## config.mk

```make
export PLATFORM = sky130hd
export DESIGN_NAME = screen_seq_ctrl
export DESIGN_NICKNAME = d
export VERILOG_FILES = /design/src/rtl/screen_seq_pkg.sv /design/src/rtl/btn_sync_edge.sv /design/src/rtl/screen_seq_ctrl.sv
export SDC_FILE = /design/constraint.sdc
export NUM_CORES = 1
export LEC_CHECK = 0
export CORE_UTILIZATION = 41
export CTS_CLUSTER_DIAMETER = 50
export DETAILED_ROUTE_END_ITERATION = 10
export PLACE_DENSITY_LB_ADDON = 0.12
export SYNTH_ARGS = -nofsm -noshare
export SYNTH_HDL_FRONTEND = slang
export SYNTH_SLANG_ARGS = --single-unit
```

## constraint.sdc

```tcl
create_clock -name clk -period 1.8 [get_ports clk]
set_input_delay 0.18 -clock clk [delete_from_list [all_inputs] [get_ports clk]]
set_output_delay 0.18 -clock clk [all_outputs]
set_load 0.01 [all_outputs]
```

## src/rtl/screen_seq_pkg.sv

```systemverilog
// -----------------------------------------------------------------------------
// screen_seq_pkg
// Shared constants for the VGA game screen sequencer:
//   - screen/state codes TITLE..WIN (also the value driven on screen_sel)
//   - RGB bus width and the channel slice positions of {r[2:0],g[2:0],b[1:0]}
//   - rgb_fade(): per-channel logical right shift used by the fade-in build
// -----------------------------------------------------------------------------
package screen_seq_pkg;

  localparam int RGB_W = 8;

  // State codes, 3 bits wide so they can be driven straight onto screen_sel.
  localparam logic [2:0] TITLE = 3'd0;
  localparam logic [2:0] BLANK = 3'd1;
  localparam logic [2:0] PLAY  = 3'd2;
  localparam logic [2:0] LOSE  = 3'd3;
  localparam logic [2:0] WIN   = 3'd4;

  // Channel slice positions inside an RGB_W pixel.
  localparam int R_HI = 7;
  localparam int R_LO = 5;
  localparam int G_HI = 4;
  localparam int G_LO = 2;
  localparam int B_HI = 1;
  localparam int B_LO = 0;

  // Shift every channel right by s. Each slice is self-determined, so a
  // shift of 3 clears the 2-bit blue channel as well as red and green.
  function automatic logic [RGB_W-1:0] rgb_fade(input logic [RGB_W-1:0] px,
                                                input logic [1:0]       s);
    logic [2:0] r;
    logic [2:0] g;
    logic [1:0] b;
    r = px[R_HI:R_LO] >> s;
    g = px[G_HI:G_LO] >> s;
    b = px[B_HI:B_LO] >> s;
    return {r, g, b};
  endfunction

endpackage

```

## src/rtl/btn_sync_edge.sv

```systemverilog
// -----------------------------------------------------------------------------
// btn_sync_edge
// Two-flop synchronizer for a raw asynchronous push-button followed by a
// rising-edge detector. Reusable for any button in the design.
// Ports:
//   clk    in  system clock
//   rst    in  asynchronous, active-high reset (clears both synchronizer
//              stages and the edge history)
//   btn    in  raw button level, asynchronous to clk
//   pulse  out one-clk pulse on each synchronized rising edge of btn
// -----------------------------------------------------------------------------
module btn_sync_edge (
  input  logic clk,
  input  logic rst,
  input  logic btn,
  output logic pulse
);

  logic [1:0] sync;
  logic       btn_d;

  // NOTE: sequential state always uses non-blocking assignments so every
  // flop samples the pre-edge value of its neighbours (a real shift chain).
  always_ff @(posedge clk or posedge rst) begin
    if (rst) begin
      sync  <= 2'b00;
      btn_d <= 1'b0;
    end else begin
      sync  <= {sync[0], btn};
      btn_d <= sync[1];
    end
  end

  assign pulse = sync[1] & ~btn_d;

endmodule

```

## src/rtl/screen_seq_ctrl.sv

```systemverilog
// -----------------------------------------------------------------------------
// screen_seq_ctrl
// Top-level screen sequencer for the VGA game. FSM TITLE -> PLAY -> LOSE/WIN
// -> TITLE with BLANK_FRAMES black frames (BLANK state) between screens. State
// changes only on the frame tick (falling edge of the active-low vs). The four
// screen generators' pixels are muxed onto a registered rgb bus.
//
// Build option: define SCREEN_SEQ_FADE_EN to fade the destination screen in
// during the last frames of BLANK; by default BLANK drives constant black.
//
// Parameters:
//   BLANK_FRAMES   black frames between screens (1..255)
//   HOLD_FRAMES    frames on LOSE/WIN before a start press is accepted
//   TIMEOUT_FRAMES frames on LOSE/WIN before auto return to TITLE (0 = never)
// Ports:
//   clk, rst      clock; asynchronous active-high reset
//   vs            active-low vertical sync, synchronous to clk
//   start_btn     raw asynchronous start button
//   player_dead   game lost (level)      level_done  game won (level)
//   title_rgb, play_rgb, lose_rgb, win_rgb   screen generator pixels
//   rgb           registered muxed pixel (1 clk latency)
//   screen_sel    current state code
//   game_en       high only in PLAY
//   game_rst      one-clk pulse on the clk that takes BLANK -> PLAY
//   frame_cnt     frames elapsed in current state, saturating at 255
// -----------------------------------------------------------------------------
module screen_seq_ctrl
  import screen_seq_pkg::*;
#(
  parameter int unsigned BLANK_FRAMES   = 8,
  parameter int unsigned HOLD_FRAMES    = 60,
  parameter int unsigned TIMEOUT_FRAMES = 255
) (
  input  logic             clk,
  input  logic             rst,
  input  logic             vs,
  input  logic             start_btn,
  input  logic             player_dead,
  input  logic             level_done,
  input  logic [RGB_W-1:0] title_rgb,
  input  logic [RGB_W-1:0] play_rgb,
  input  logic [RGB_W-1:0] lose_rgb,
  input  logic [RGB_W-1:0] win_rgb,
  output logic [RGB_W-1:0] rgb,
  output logic [2:0]       screen_sel,
  output logic             game_en,
  output logic             game_rst,
  output logic [7:0]       frame_cnt
);

  localparam logic [7:0] BLANK_LAST  = 8'(BLANK_FRAMES - 1);
  localparam logic [7:0] HOLD_CNT    = 8'(HOLD_FRAMES);
  localparam logic [7:0] TIMEOUT_CNT = 8'(TIMEOUT_FRAMES);
  localparam bit         TIMEOUT_ON  = (TIMEOUT_FRAMES != 0);

  logic [2:0]       state;
  logic [2:0]       target;
  logic [2:0]       state_nx;
  logic [2:0]       target_nx;
  logic             vs_d;
  logic             tick;
  logic             start_pulse;
  logic             start_pend;
  logic             dead_pend;
  logic             win_pend;
  logic             start_ok;
  logic [RGB_W-1:0] rgb_nx;

  // ---------------------------------------------------------------- inputs
  btn_sync_edge u_start (
    .clk   (clk),
    .rst   (rst),
    .btn   (start_btn),
    .pulse (start_pulse)
  );

  // vs_d resets low so the idle-high vs cannot fake a tick after reset.
  assign tick     = vs_d & ~vs;
  assign start_ok = (state == TITLE) || (state == LOSE) || (state == WIN);

  // ---------------------------------------------------------- next state
  // NOTE: every signal written here gets a default first, so no path through
  // the case can leave it unassigned and infer a latch.
  always_comb begin
    state_nx  = state;
    target_nx = target;
    if (tick) begin
      case (state)
        TITLE: begin
          if (start_pend) begin
            state_nx  = BLANK;
            target_nx = PLAY;
          end
        end
        BLANK: begin
          if (frame_cnt == BLANK_LAST) state_nx = target;
        end
        PLAY: begin
          // Loss outranks a simultaneous win.
          if (dead_pend) begin
            state_nx  = BLANK;
            target_nx = LOSE;
          end else if (win_pend) begin
            state_nx  = BLANK;
            target_nx = WIN;
          end
        end
        LOSE, WIN: begin
          // An early press simply falls through; its flag clears on this tick.
          if (start_pend && (frame_cnt >= HOLD_CNT)) begin
            state_nx  = BLANK;
            target_nx = TITLE;
          end else if (TIMEOUT_ON && (frame_cnt == TIMEOUT_CNT)) begin
            state_nx  = BLANK;
            target_nx = TITLE;
          end
        end
        default: begin
          state_nx  = TITLE;
          target_nx = TITLE;
        end
      endcase
    end
  end

  // ------------------------------------------------- state, counter, flags
  always_ff @(posedge clk or posedge rst) begin
    if (rst) begin
      state      <= TITLE;
      target     <= TITLE;
      vs_d       <= 1'b0;
      frame_cnt  <= 8'd0;
      start_pend <= 1'b0;
      dead_pend  <= 1'b0;
      win_pend   <= 1'b0;
    end else begin
      vs_d   <= vs;
      state  <= state_nx;
      target <= target_nx;
      if (tick) begin
        // Flags live for one frame only, consumed or not.
        start_pend <= 1'b0;
        dead_pend  <= 1'b0;
        win_pend   <= 1'b0;
        if (state_nx != state)       frame_cnt <= 8'd0;
        else if (frame_cnt != 8'hFF) frame_cnt <= frame_cnt + 8'd1;
      end else begin
        if (start_pulse && start_ok)          start_pend <= 1'b1;
        if (player_dead && (state == PLAY))   dead_pend  <= 1'b1;
        if (level_done  && (state == PLAY))   win_pend   <= 1'b1;
      end
    end
  end

  // ------------------------------------------------------------ pixel mux
`ifdef SCREEN_SEQ_FADE_EN
  logic [RGB_W-1:0] target_px;
  logic [7:0]       frames_left;
  logic [1:0]       fade_s;

  always_comb begin
    case (target)
      PLAY:    target_px = play_rgb;
      LOSE:    target_px = lose_rgb;
      WIN:     target_px = win_rgb;
      default: target_px = title_rgb;
    endcase
  end

  // frame_cnt never exceeds BLANK_LAST while in BLANK, so this cannot wrap.
  assign frames_left = BLANK_LAST - frame_cnt;
  assign fade_s      = (frames_left >= 8'd3) ? 2'd3 : frames_left[1:0];
`endif

  always_comb begin
    rgb_nx = '0;
    case (state)
      TITLE: rgb_nx = title_rgb;
      PLAY:  rgb_nx = play_rgb;
      LOSE:  rgb_nx = lose_rgb;
      WIN:   rgb_nx = win_rgb;
`ifdef SCREEN_SEQ_FADE_EN
      BLANK: rgb_nx = rgb_fade(target_px, fade_s);
`else
      BLANK: rgb_nx = '0;
`endif
      default: rgb_nx = '0;
    endcase
  end

  always_ff @(posedge clk or posedge rst) begin
    if (rst) rgb <= '0;
    else     rgb <= rgb_nx;
  end

  // -------------------------------------------------------------- outputs
  assign screen_sel = state;
  assign game_en    = (state == PLAY);
  assign game_rst   = tick && (state == BLANK) && (state_nx == PLAY);

endmodule

```

==> run_results.csv <==
group,metric,value,unit
placement,io_buffer_count,58,
die,die_y,66.1,um
synthesis,synth.distinct_cells,49,
die,core-area,0.00380,mm2
cts,clk_pin_slew,70,ps
global_route,grt_use_total,0.266,
synthesis,syn-cell-area,0.00169,mm2
global_route,antenna_found_initial,0,
timing,final.period_utilization,1.25,
power_and_ir_drop,peakVddDrop,642,uV
placement,dpl.hpwl,3.88,mm
timing,worst_pin_slew,496,ps
global_route,grt_remaining_overflow,0,
die,ios,59,
timing,hold_slack,260,ps
critical_path,r2r-end,"target[0]$_DFFE_PP0P_",
synthesis,ys_seq_area_frac,0.430,
cts,numCtsBuffers,5,
hold_path,hp-class,"in -> async",
critical_path,crit_chain,"ha_4 > and4bb_1 > buf_4 > nand3_2 > nor2_1 > o21ai_1 > o2111ai_2 > nor4bb_4 > buf_2",
timing,setup_ws,-449,ps
detailed_routing,drt_wl_total,5.59,mm
die,rows,22,
die,start_util,0.444,
timing,hold_viol_final,0,
critical_path,startpoint,"frame_cnt[0]$_DFFE_PP0P_",
critical_path,slowest_delay,430,ps
timing,rsz0062_at_grt,"yes",
cts,cts_tree,"yes",
critical_path,cp_max_fo,3,
timing,drv_slew,0,
power_and_ir_drop,leakagePower,1.34,nW
synthesis,yosys-top-cells-area,"dfrtp_1, mux2i_1, nor2_1, nand2_1, a21oi_1",
synthesis,synth_edf_count,0,
cells_and_area,final_common_cell,"buf_4",
synthesis,synth_top_area_frac,0.430,
critical_path,cp.arrival,2070,ps
cells_and_area,finish.utilization,0.801,
outcome,status,"finished with violations",
outcome,violations,"negative setup slack",
cts,cts_hold_buf,0,
detailed_routing,drt_iter0_drc,122,
critical_path,timing.critical_path.to,"game_rst",
cells_and_area,mostFrequentLayoutCells,"buf_4, clkdlybuf4s50_1, dfrtp_1",
placement,gp_congestion,0.870,
detailed_routing,drc_errors,0,
cts,cts_root_buf,"clkbuf_8",
timing,slew_headroom,0.669,
synthesis,yosysTopAreaCell,"dfrtp_1",
cts,cts_buffer_depth,2,
power_and_ir_drop,p_total,3.33,mW
cts,clock_latency,280,ps
critical_path,end_kind,"output port",
cells_and_area,final_nets,350,
critical_path,reg2reg_slack,-160,ps
critical_path,crit_type,"reg -> out",
cells_and_area,stdcell_count,359,
cells_and_area,drive_gt1_frac,0.360,
synthesis,syn_inst,185,
die,die_area,0.00437,mm2
critical_path,reg2reg_depth,9,
critical_path,required,1620,ps
critical_path,r2r_start,"frame_cnt[5]$_DFFE_PP0P_",
synthesis,ys_seq_elements,29,
timing,period_minus_slack,2250,ps
synthesis,synth_warnings,0,
critical_path,slowest_stage,"dfrtp_2",
timing,skew,7.75,ps
cts,clock-sinks,29,
die,die_w,66.1,um
cells_and_area,num_antenna_cells,0,
synthesis,synthesis.nets,225,
power_and_ir_drop,p_per_area,1090,mW/mm2
timing,fmax,445,MHz
detailed_routing,post_drt_wl_per_cell,15.6,um
synthesis,synth_ff_type,"dfrtp_1",
detailed_routing,drtPass1Iterations,4,
global_route,grt_pass1_wl,8.60,mm
job,max-cap-violations,0,
detailed_routing,vias_per_cell,5.22,
critical_path,start_kind,"flop",
timing,setup_violations,12,
global_route,grt_max_degree,30,
cells_and_area,syn_to_final_growth,80.4,%
detailed_routing,ant_nets,0,
placement,dp_cells,335,
cts,cts_max_level,2,
synthesis,avgSynthCellArea,9.12,um2
synthesis,async_flop_share,1.00,
global_route,grt_pass1_vias,1849,
detailed_routing,via_count,1873,
through the flow:
stage | worst slack, ps | area (um2) | setup TNS, ps
3_5_place_dp | -602 | 2710 | -3810
2_1_floorplan | -69.5 | 1730 | -147
3_3_place_gp | -542 | 2710 | -2980
6_report | -449 | 3040 | -1680
4_1_cts | -414 | 2980 | -1910
5_1_grt | -525 | 3040 | -2770
logic make-up after synthesis:
logic type	share of synthesized area
adders and majority gates	0.0148
AOI/OAI and AO/OA	0.188
and+or+nand+nor	0.244
DFF	0.430
muxes	0.0682
buffers and inverters	0.0549
cell usage after synthesis, drive strengths merged (3+ instances only):
library cell  count
mux2i            10
inv               9
o21ai            13
and4              3
nor3             10
nand3             5
nor2             21
dfrtp            29
clkbuf            4
nand2            21
o22ai             4
a21oi            14
buf               5
a31oi             4
power by group:
part / internal (mW) / switching (mW)
clock: 0.266 / 0.265
sequential: 0.835 / 0.123
combinational: 1.01 / 0.830
total: 2.11 / 1.22
sequential cells by signal, indices dropped and copies added (netlist names):
signal / count
u_start.sync: 2
vs_d: 1
win_pend: 1
frame_cnt: 8
rgb: 8
target: 3
dead_pend: 1
start_pend: 1
u_start.btn_d: 1
screen_sel: 3
timing repair:
item                                    in CTS  in global routing
setup buffers                               15                  4
endpoints found under the setup margin      13                 16
pin swaps                                   12                  9
resized for setup                           25                 12
cell type report:
class	count	area (um2)
Clock buffer	5	68.8
Multi-Input combinational cell	138	1010
Timing Repair Buffer	127	1120
Clock inverter	3	17.5
Fill cell	251	756
Tap cell	48	60.1
Inverter	9	38.8
Sequential cell	29	728
per-layer routing:
layer / share of wire / track usage / wire length (um)
met5: 0 / 0 / 0
met4: 0.030 / 0.117 / 168
met3: 0.044 / 0.0603 / 248
met2: 0.50 / 0.448 / 2770
met1: 0.43 / 0.322 / 2400
worst max-delay path, delay by kind of cell, from the launching register on:
family          cells  cell delay (ps)
compound gates      2              380
fa+ha+maj           1              180
simple gates        4              520
buf+inv             2              280
flops               1              430
how the worst min path moves through the flow:
stage | slack (ps) | from | cells after the start | to
2_1_floorplan | 210 | start_btn | 0 | u_start.sync[0]$_DFF_PP0_
3_3_place_gp | 330 | u_start.sync[0]$_DFF_PP0_ | 0 | u_start.sync[1]$_DFF_PP0_
3_5_place_dp | 340 | u_start.sync[0]$_DFF_PP0_ | 0 | u_start.sync[1]$_DFF_PP0_
4_1_cts | 270 | rst | 3 | frame_cnt[2]$_DFFE_PP0P_
5_1_grt | 340 | rst | 3 | frame_cnt[2]$_DFFE_PP0P_
6_report | 260 | rst | 3 | rgb[4]$_DFF_PP0_
Power figures use the tool's default switching activity.
